File: src/rtl/sprite_dma_pkg.sv
// Shared definitions for the sprite attribute table DMA: table geometry,
// CPU register map, CTRL bit positions and the transfer state encoding.
package sprite_dma_pkg;

  localparam int SPR_COUNT  = 32;
  localparam int ITEM_BYTES = 4;
  localparam int LEN        = SPR_COUNT * ITEM_BYTES;
  localparam int IDX_W      = $clog2(LEN);
  localparam int SRC_W      = 16;

  localparam logic [IDX_W-1:0] LAST_IDX = IDX_W'(LEN - 1);

  localparam logic [1:0] REG_SRC_LO = 2'd0;
  localparam logic [1:0] REG_SRC_HI = 2'd1;
  localparam logic [1:0] REG_CTRL   = 2'd2;
  localparam logic [1:0] REG_PROG   = 2'd3;

  localparam int CTRL_START = 0;
  localparam int CTRL_SYNC  = 1;

  typedef enum logic [2:0] {
    S_IDLE,
    S_ARM,
    S_REQ,
    S_ADDR,
    S_WAIT,
    S_WRITE,
    S_DONE
  } state_t;

endpackage

File: src/rtl/sprite_dma_regs.sv
// CPU-facing register file for the sprite DMA: source address registers,
// combinational read mux and decode of the CTRL start/sync request.
module sprite_dma_regs
  import sprite_dma_pkg::*;
(
  input  logic             clk,
  input  logic             reset,
  input  logic [1:0]       cpu_addr,
  input  logic             cpu_wr,
  input  logic [7:0]       cpu_din,
  input  logic             busy,
  input  logic             done_sticky,
  input  logic [IDX_W-1:0] idx,
  output logic [7:0]       cpu_dout,
  output logic [SRC_W-1:0] src,
  output logic             start_req,
  output logic             sync_req
);

  logic [7:0] src_lo;
  logic [7:0] src_hi;

  // Source registers stay writable during a transfer; the FSM latches its own copy.
  always_ff @(posedge clk) begin
    if (reset) begin
      src_lo <= 8'h00;
      src_hi <= 8'h00;
    end else if (cpu_wr) begin
      if (cpu_addr == REG_SRC_LO) src_lo <= cpu_din;
      if (cpu_addr == REG_SRC_HI) src_hi <= cpu_din;
    end
  end

  assign src       = {src_hi, src_lo};
  assign start_req = cpu_wr && (cpu_addr == REG_CTRL) && cpu_din[CTRL_START];
  assign sync_req  = cpu_din[CTRL_SYNC];

  always_comb begin
    cpu_dout = 8'h00;
    case (cpu_addr)
      REG_SRC_LO: cpu_dout = src_lo;
      REG_SRC_HI: cpu_dout = src_hi;
      REG_CTRL:   cpu_dout = {6'b0, done_sticky, busy};
      REG_PROG:   cpu_dout = {1'b0, idx};
      default:    cpu_dout = 8'h00;
    endcase
  end

endmodule

File: src/rtl/sprite_dma.sv
// Copies the 128-byte sprite attribute table from CPU RAM into sprite RAM,
// optionally deferring the start to the next vblank rising edge.
module sprite_dma
  import sprite_dma_pkg::*;
(
  input  logic             clk,
  input  logic             reset,
  input  logic             vblank,
  input  logic [1:0]       cpu_addr,
  input  logic             cpu_wr,
  input  logic [7:0]       cpu_din,
  output logic [7:0]       cpu_dout,
  output logic             bus_req,
  input  logic             bus_gnt,
  output logic [SRC_W-1:0] ram_addr,
  input  logic [7:0]       ram_data_in,
  output logic [IDX_W-1:0] spriteram_addr,
  output logic [7:0]       spriteram_data_in,
  output logic             spriteram_wr,
  output logic             busy,
  output logic             done_irq
);

  state_t           state;
  state_t           next_state;
  logic [SRC_W-1:0] src;
  logic [SRC_W-1:0] src_lat;
  logic [IDX_W-1:0] idx;
  logic             start_req;
  logic             sync_req;
  logic             done_sticky;
  logic             vblank_last;
  logic             bus_req_next;

  sprite_dma_regs u_regs (
    .clk        (clk),
    .reset      (reset),
    .cpu_addr   (cpu_addr),
    .cpu_wr     (cpu_wr),
    .cpu_din    (cpu_din),
    .busy       (busy),
    .done_sticky(done_sticky),
    .idx        (idx),
    .cpu_dout   (cpu_dout),
    .src        (src),
    .start_req  (start_req),
    .sync_req   (sync_req)
  );

  always_ff @(posedge clk) begin
    if (reset) state <= S_IDLE;
    else       state <= next_state;
  end

  always_comb begin
    next_state = state;
    case (state)
      S_IDLE:  if (start_req) next_state = sync_req ? S_ARM : S_REQ;
      S_ARM:   if (vblank && !vblank_last) next_state = S_REQ;
      S_REQ:   if (bus_gnt) next_state = S_ADDR;
      S_ADDR:  next_state = S_WAIT;
      S_WAIT:  next_state = S_WRITE;
      S_WRITE: next_state = (idx == LAST_IDX) ? S_DONE : S_ADDR;
      S_DONE:  next_state = S_IDLE;
      default: next_state = S_IDLE;
    endcase
  end

  // bus_req is registered from the next state so it rises as REQ is entered
  // and falls as DONE hands back to IDLE.
  always_comb begin
    busy         = (state != S_IDLE);
    bus_req_next = (next_state != S_IDLE) && (next_state != S_ARM);
  end

  always_ff @(posedge clk) begin
    if (reset) begin
      vblank_last       <= 1'b0;
      bus_req           <= 1'b0;
      src_lat           <= '0;
      idx               <= '0;
      ram_addr          <= '0;
      spriteram_addr    <= '0;
      spriteram_data_in <= 8'h00;
      spriteram_wr      <= 1'b0;
      done_irq          <= 1'b0;
      done_sticky       <= 1'b0;
    end else begin
      vblank_last  <= vblank;
      bus_req      <= bus_req_next;
      spriteram_wr <= 1'b0;
      done_irq     <= 1'b0;
      case (state)
        S_IDLE: begin
          if (start_req) begin
            src_lat     <= src;
            idx         <= '0;
            done_sticky <= 1'b0;
          end
        end
        S_ADDR: ram_addr <= src_lat + {{(SRC_W-IDX_W){1'b0}}, idx};
        S_WRITE: begin
          spriteram_addr    <= idx;
          spriteram_data_in <= ram_data_in;
          spriteram_wr      <= 1'b1;
          if (idx != LAST_IDX) idx <= idx + 1'b1;
        end
        S_DONE: begin
          done_irq    <= 1'b1;
          done_sticky <= 1'b1;
        end
        default: ;
      endcase
    end
  end

endmodule

File: config.mk
export PLATFORM = sky130hd
export DESIGN_NAME = sprite_dma
export DESIGN_NICKNAME = d
export VERILOG_FILES = /design/src/rtl/sprite_dma_pkg.sv /design/src/rtl/sprite_dma_regs.sv /design/src/rtl/sprite_dma.sv
export SDC_FILE = /design/constraint.sdc
export NUM_CORES = 1
export LEC_CHECK = 0
export ABC_AREA = 1
export BUFFER_PORTS_ARGS = -buffer_cell sky130_fd_sc_hd__buf_2
export CORE_MARGIN = 2
export CORE_UTILIZATION = 50
export CTS_CLUSTER_DIAMETER = 60
export DETAILED_ROUTE_END_ITERATION = 6
export PLACE_DENSITY = 0.75
export REMOVE_ABC_BUFFERS = 1
export SLEW_MARGIN = 5
export SYNTH_ARGS = -nofsm -noshare
export SYNTH_HDL_FRONTEND = slang
export SYNTH_SLANG_ARGS = --single-unit
File: constraint.sdc
create_clock -name clk -period 1.7 [get_ports clk]
set_input_delay 0.34 -clock clk [delete_from_list [all_inputs] [get_ports clk]]
set_output_delay 0.34 -clock clk [all_outputs]
set_load 0.005 [all_outputs]
==> results by group, run 1 <==
Status
  – Outcome: completed

Synthesis
  – Number of synthesized flops with an enable pin: 0
  – #FFs+latches synth: 78
  – Top FF cell, synth: dfxtp_1
  – Mapped Cells: 533
  – Top post-synthesis cells by area: dfxtp_1, nand2_1, nor2_1
  – Netlist cell types: 39
  – Asr flop ratio synth: 0%
  – Area share of the largest cell type after synthesis: 41.54%
  – Mapped Area: 0.003759 sq mm
  – Post-synthesis xor/xnor area fraction: less than 1%
  – Area leader, netlist: dfxtp_1
  – Main combinational cell family by area after synthesis: simple AND/OR/NAND/NOR gates
  – Seq/Total Area, Yosys: 41.54%
  – Post-synthesis mux area share: 0%
  – Synthesized area per cell: roughly 7 sq um
  – Compound-Gate Fraction of Synth Area: ~15%
  – Area share of fa/ha/maj cells after synthesis: 3.196%
  – Simple logic cell fraction of the synthesized area: just under 30%
  – Synth warnings: 0

Global route
  – M2 GR Usage: 36.26%
  – Total GRT Usage: 22.97%
  – GR peak layer: met2
  – Met3 Use GR: between 3 and 4%
  – Vias in the first global route: 3333
  – Initial antenna violation count: 0
  – Largest net degree at the start of global routing: 31
  – GR Util met1: 31.05%
  – First-pass GRT wire length: 15440 um
  – GR Overflow Total: 0

Clock tree
  – H-tree depth: 3
  – CTS tree: done
  – Worst-path clk slew: roughly 0.08 ns
  – Root buf cell: clkbuf_8
  – TritonCTS Sinks: a little under 80
  – Max Root-Sink Buffers: 2
  – Inserted Clock Buffers: 9
  – Clk_lat worst skew: 0.35 ns

Critical path
  – Buf/Inv on CP: 3
  – Reg2reg setup slack: about 0.1 ns
  – Top delay family on crit path: buffers and inverters
  – CP Cell Sequence: buf_4 > inv_1 > o221ai_2 > buf_2
  – Reg-to-Reg Start: idx[0]$_SDFFE_PP0P_
  – Instance count on the critical path: 4
  – Kind of critical path: register to primary output
  – Worst Setup End Kind: primary output
  – R2r endpoint: state[0]$_SDFF_PP0_
  – Critical-path top delay cell: dfxtp_1
  – Biggest cell delay along the critical path: 0.36 ns
  – CP required: 1.36 ns
  – WP data arrival: roughly 1.3 ns
  – Critical Path Start Type: register
  – Worst reg2reg path depth: 8
  – Critical-path maximum fanout: 6

Die
  – Boundary Pins: 66
  – DIE AREA: 0.008226 sq mm
  – Initial Utilization: 51.82%
  – Core area: 0.007253 sq mm
  – FP Rows: 31
  – Height of the die: 90.70 um
  – Die W: 90.70 um

Power and ir drop
  – Lkg Pwr: 2.130 nW
  – P_int: roughly 2.8 mW
  – Comb power frac: 9.6%
  – Cell area power density: 827.4 mW/mm^2
  – Sw power: between 0.9 and 1 mW
  – Clk pwr share: 38.9%
  – Worst IR Drop VDD: 0.4204 mV
  – Sw Ratio: 25.71%
  – Seq pwr share: 51.4%

Placement
  – Final GP Congestion: 0.8479
  – DP HPWL: 6569 um
  – Port bufs: 65

Detailed routing
  – Iteration-0 DRC Markers: 203
  – Via count: approximately 3600
  – Post-route DRC: 0
  – DR vias/cell: around 5
  – ANT nets after route: 0
  – WL final: between 9000 and 10000 um
  – Drt pass-1 iters: 5
  – WL/cell: 12.75 um

Layout
  – Antenna Cells: 0
  – Final core occ: 62.55%
  – Layout Nets: roughly 640
  – Most frequent cells in the layout: nand2_1, nor2_1, dfxtp_1, buf_2, inv_1
  – Layout cells sized above 1: a little under a quarter
  – P&R area growth vs syn: 20.71%
  – Most common cell after layout, fill and taps aside: nand2_1

Worst hold path
  – Hold Startpoint: vblank
  – Hold EP: vblank_last$_SDFF_PP0_
  – Worst hold path depth: 3
  – Worst Hold Class: input port to register

Timing
  – Setup TNS: 0 ns
  – Fmax: 606.2 MHz
  – # setup viols final: 0
  – RSZ-0062 raised after global routing: true
  – Final max-slew violation count: 0
  – Fin crit share: a little over nine tenths
  – Worst-Margin Slew: 0.5079 ns
  – Max Clock Skew: 0.008091 ns
  – Rel. slew slack: 66.06%
  – Final min period: 1.650 ns
  – Fin. Hold Viols: 0

Flow run
  – Maxcap violations: 0
[cell usage after synthesis (4+ instances only)]
cell / n
nand4_1: 8
o21ai_0: 39
o221ai_1: 4
clkbuf_1: 7
inv_2: 4
o21ai_1: 6
ha_1: 8
nor2_1: 79
dfxtp_1: 78
nand3_1: 31
a21oi_1: 44
inv_1: 59
nand2_1: 119
[registers in the layout, indices dropped and copies added, names as in the netlist, 3 cells and up]
| name | count |
|---|---|
| u_regs.src_lo | 8 |
| spriteram_data_in | 8 |
| u_regs.src_hi | 8 |
| idx | 7 |
| ram_addr | 16 |
| spriteram_addr | 7 |
| state | 3 |
| src_lat | 16 |
[worst reg2reg max path, stage by stage, from the launching register on]
cell,delay [ns]
dfxtp_1,0.34
buf_4,0.17
ha_1,0.26
nand3_2,0.14
nor2_4,0.15
nor2_1,0.06
nand3b_1,0.17
o21ai_0,0.17
inv_1,0.05
[routing by layer]
metal | vias to the layer above | wire length, um
li1 | 1877 | -
met1 | 1641 | 4324
met2 | 105 | 4137
met3 | 20 | 441
met4 | 0 | 213
met5 | - | 0
[power by group through the flow]
stage | Clock (mW) | Sequential (mW) | Combinational (mW)
after global routing | 1.55 | 1.94 | 0.410
after detailed placement | 0 | 1.97 | 0.330
after global placement | 0 | 1.97 | 0.323
final | 1.46 | 1.93 | 0.362
after CTS | 1.48 | 1.93 | 0.346
after floorplan | 0 | 1.96 | 0.194
[kinds of logic after synthesis]
family	Yosys count
compound gates	102
flops	78
xor+xnor	4
simple gates	257
buf+inv	83
fa+ha+maj	9
[repair_timing]
action / 4_1_cts / 5_1_grt
endpoints found under the setup margin: 4 / 23
gates resized for setup: 4 / 22
buffers inserted: 1 / 1
pin swaps: 1 / 4
hold buffers: 0 / 0
[per-stage QoR]
step                instance area, sq um  std cells  worst slack [ns]  hold WS [ns]  total power, mW
global route                        4537        715          -0.03140        0.2203            3.901
global placement                    4233        697           0.05112        0.4484            2.291
floorplan                           3641        516           -0.2292        0.4091            2.155
CTS                                 4466        714           0.01240        0.2000            3.753
detailed placement                  4233        697           0.01453        0.4534            2.301
finish                              4537        715           0.05039        0.2101            3.754
[layout make-up]
cell class,instances,area [sq um]
fillers,668,2716
multi-input cells,372,1898
flip-flops and latches,78,1570
repair buffers,84,480.5
inverters,66,255.2
clock buffers,11,151.4
well taps,99,123.9
clock inverters,5,57.56
[how the worst max path moves through the flow]
stage                            start                   endpoint  slack, ns
2_1_floorplan      state[2]$_SDFF_PP0_   ram_addr[3]$_SDFFE_PP0P_      -0.23
3_3_place_gp   src_lat[0]$_SDFFE_PP0P_  ram_addr[12]$_SDFFE_PP0P_       0.05
3_5_place_dp   src_lat[0]$_SDFFE_PP0P_   ram_addr[8]$_SDFFE_PP0P_       0.01
6_report           idx[3]$_SDFFE_PP0P_                cpu_dout[3]       0.05
4_1_cts            state[0]$_SDFF_PP0_                cpu_dout[0]       0.01
5_1_grt            idx[4]$_SDFFE_PP0P_  ram_addr[13]$_SDFFE_PP0P_      -0.03
No activity file was read; power rests on OpenSTA's default activity.
==> run 2, diff against run 1 <==
CORE_UTILIZATION = 52   (was 50)
CTS_BUF_LIST = sky130_fd_sc_hd__clkbuf_8   (was unset)
PLACE_DENSITY = 0.78   (was 0.75)
REMOVE_ABC_BUFFERS = unset   (was 1)
==> run 2 against run 1 <==
Global-route usage rose by 1.1 points. First-iteration DRC count increased by 13%. Power decreased by 0.48%. Final area increased by 0.33%. Sequential share of layout area about the same. Cell count fell by 0.70%. Register-to-register slack lost 0.05 ns. Via count grew 0.82%. Combinational power grew 3%. Clock power hardly changed. Utilization grew 3.4 points. Worst hold slack lost 0.011 ns. Critical endpoint is now ram_addr[12]$_SDFFE_PP0P_. Highest routed layer unchanged.
==> results by group, run 2 (synthesis gave the netlist of run 1 again) <==
Clock tree
  – CTS tree: done (unchanged)
  – Root buf cell: clkbuf_8 (unchanged)
  – TritonCTS Sinks: 78 (unchanged)
  – Max Root-Sink Buffers: 2 (unchanged)
  – Inserted Clock Buffers: 9 (unchanged)
  – Clk_lat worst skew: 0.36 ns (was 0.35 ns)
  – H-tree depth: 3 (unchanged)
  – Hold_buf cts: 0 (unchanged)
  – Worst-path clk slew: 0.08 ns (about the same)

Timing
  – Fmax: 607.3 MHz (was 606.2 MHz)
  – Worst-Margin Slew: 0.4535 ns (was 0.5079 ns)
  – Setup TNS: 0 ns (unchanged)
  – # setup viols final: 0 (unchanged)
  – Fin. Hold Viols: 0 (unchanged)
  – Final max-slew violation count: 0 (unchanged)
  – Max Clock Skew: 0.008821 ns (was 0.008091 ns)
  – Fin crit share: 96.85% (was 97.04%)
  – Rel. slew slack: 69.70% (was 66.06%)
  – Final min period: 1.647 ns (was 1.650 ns)
  – Final worst setup slack: 0.05347 ns (was 0.05039 ns)

Detailed routing
  – Drt pass-1 iters: 5 (unchanged)
  – Via count: 3673 (was 3643)
  – DR vias/cell: 5.173 (was 5.095)
  – Post-route DRC: 0 (unchanged)
  – WL final: 9263 um (was 9116 um)
  – WL/cell: 13.05 um (was 12.75 um)
  – ANT nets after route: 0 (unchanged)
  – Iteration-0 DRC Markers: 229 (was 203)

Status
  – Outcome: completed (unchanged)

Layout
  – Register area: 0.001574 sq mm (was 0.001570 sq mm)
  – Layout Nets: 641 (was 643)
  – Most frequent cells in the layout: nand2_1, nor2_1, dfxtp_1, buf_2, inv_1 (unchanged)
  – Antenna Cells: 0 (unchanged)
  – Regs by FF count: ram_addr: 16 flops, src_lat: 16 flops (unchanged)
  – Most common cell after layout, fill and taps aside: nand2_1 (unchanged)
  – Final core occ: 65.91% (was 62.55%)
  – Number of fill cells: 638 (was 668)
  – Multi-input gate area: 0.001927 sq mm (was 0.001898 sq mm)
  – Layout cells sized above 1: 23.94% (was 23.38%)
  – P&R area growth vs syn: 21.11% (was 20.71%)
  – Post-route cell area: 0.004552 sq mm (was 0.004537 sq mm)

Critical path
  – Critical-path top delay cell: fa_2 (was dfxtp_1)
  – Critical-path maximum fanout: 3 (was 6)
  – CP Cell Sequence: ha_4 > fa_2 > nand2_1 > nand2_1 > and2_4 > nand2_4 > nand2_2 > nand3_1 > nand3_1 > nand2_1 > inv_1 (was buf_4 > inv_1 > o221ai_2 > buf_2)
  – Worst Setup End Kind: register (was primary output)
  – Top delay family on crit path: simple AND/OR/NAND/NOR gates (was buffers and inverters)
  – Buf/Inv on CP: 1 (was 3)
  – Critical Path Sink: ram_addr[12]$_SDFFE_PP0P_ (was cpu_dout[3])
  – R2r endpoint: ram_addr[12]$_SDFFE_PP0P_ (was state[0]$_SDFF_PP0_)
  – Reg2reg setup slack: 0.05 ns (was 0.10 ns)
  – Critical Path Start Type: register (unchanged)
  – Worst reg2reg path depth: 11 (was 8)
  – Worst setup startpoint: src_lat[0]$_SDFFE_PP0P_ (was idx[3]$_SDFFE_PP0P_)
  – Instance count on the critical path: 11 (was 4)
  – Kind of critical path: register to register (was register to primary output)
  – Biggest cell delay along the critical path: 0.37 ns (was 0.36 ns)
  – WP data arrival: 1.90 ns (was 1.31 ns)
  – Crit-path most repeated cell: nand2_1
  – Reg-to-Reg Start: src_lat[0]$_SDFFE_PP0P_ (was idx[0]$_SDFFE_PP0P_)
  – CP required: 1.95 ns (was 1.36 ns)

Synthesis
  – Synthesized net count: between 500 and 600

Power and ir drop
  – Worst IR Drop VDD: 0.5783 mV (was 0.4204 mV)
  – Lkg Pwr: 2.128 nW (was 2.130 nW)
  – Overall power: 3.736 mW (was 3.754 mW)
  – Cell area power density: 820.7 mW/mm^2 (was 827.4 mW/mm^2)

Die
  – Core area: 0.006907 sq mm (was 0.007253 sq mm)
  – FP Rows: 30 (was 31)
  – Height of the die: 89.02 um (was 90.70 um)
  – DIE AREA: 0.007925 sq mm (was 0.008226 sq mm)
  – Initial Utilization: 54.42% (was 51.82%)
  – Die W: 89.02 um (was 90.70 um)
  – Boundary Pins: 66 (unchanged)

Worst hold path
  – Worst Hold Class: input port to register (unchanged)
  – Worst hold path depth: 3 (unchanged)

Placement
  – Final GP Congestion: 0.8975 (was 0.8479)
  – DP HPWL: 6632 um (was 6569 um)
  – Port bufs: 65 (unchanged)
  – Placed cell area: 0.004222 sq mm (was 0.004233 sq mm)
  – DP Worst Slack: -0.01410 ns (was 0.01453 ns)

Global route
  – Largest net degree at the start of global routing: 41 (was 31)
  – Vias in the first global route: 3280 (was 3333)
  – Total GRT Usage: 24.08% (was 22.97%)
  – Initial antenna violation count: 0 (unchanged)
  – GR Overflow Total: 0 (unchanged)
  – First-pass GRT wire length: 14920 um (was 15440 um)

Flow run
  – Maxcap violations: 0 (unchanged)
-- run 2: timing repair --
| item | 4_1_cts | 5_1_grt |
|---|---|---|
| setup endpoints to repair | 3 | 18 |
| setup buffers | 1 | 2 |
| resized for setup | 2 | 32 |
| pin swaps | 1 | 4 |
-- run 2: cell type report --
type / instances / share of cell area, %
Tap cell: 96 / 2.639
Sequential cell: 78 / 34.58
Multi-Input combinational cell: 372 / 42.33
Clock inverter: 6 / 1.319
Clock buffer: 10 / 3.024
Inverter: 66 / 5.607
Timing Repair Buffer: 82 / 10.50
-- run 2: where the power goes --
part / total [mW] / switching (mW) / leakage [nW] / internal, mW
clock: 1.43 / 0.715 / 0.104 / 0.714
sequential: 1.93 / 0.0501 / 0.636 / 1.88
combinational: 0.373 / 0.216 / 1.39 / 0.157
-- run 2: worst min-delay path, stage by stage --
cell and delay [ns]:
buf_2 0.07, inv_1 0.03, nor2_1 0.07
-- run 2: worst min-delay path by stage --
stage | start | to
floorplan | u_regs.src_hi[4]$_SDFFE_PP0P_ | u_regs.src_hi[4]$_SDFFE_PP0P_
global placement | spriteram_data_in[0]$_SDFFE_PP0P_ | spriteram_data_in[0]$_SDFFE_PP0P_
detailed placement | spriteram_data_in[0]$_SDFFE_PP0P_ | spriteram_data_in[0]$_SDFFE_PP0P_
CTS | vblank | vblank_last$_SDFF_PP0_
global route | ram_data_in[7] | spriteram_data_in[7]$_SDFFE_PP0P_
finish | vblank | vblank_last$_SDFF_PP0_
-- run 2: stage by stage --
stage / std cells / hold slack, ns
2_1_floorplan: 533 / 0.4407
3_3_place_gp: 691 / 0.4494
3_5_place_dp: 691 / 0.4541
4_1_cts: 708 / 0.1939
5_1_grt: 710 / 0.2167
6_report: 710 / 0.1987
-- run 2: routing by layer --
metal / share of wire, % / vias up / global-route usage [%]
met5: 0 / - / 0
met4: 1.8 / 0 / 9.091
met3: 4.9 / 16 / 5.171
met2: 47 / 94 / 36.84
met1: 46 / 1690 / 33.52
li1: - / 1873 / -
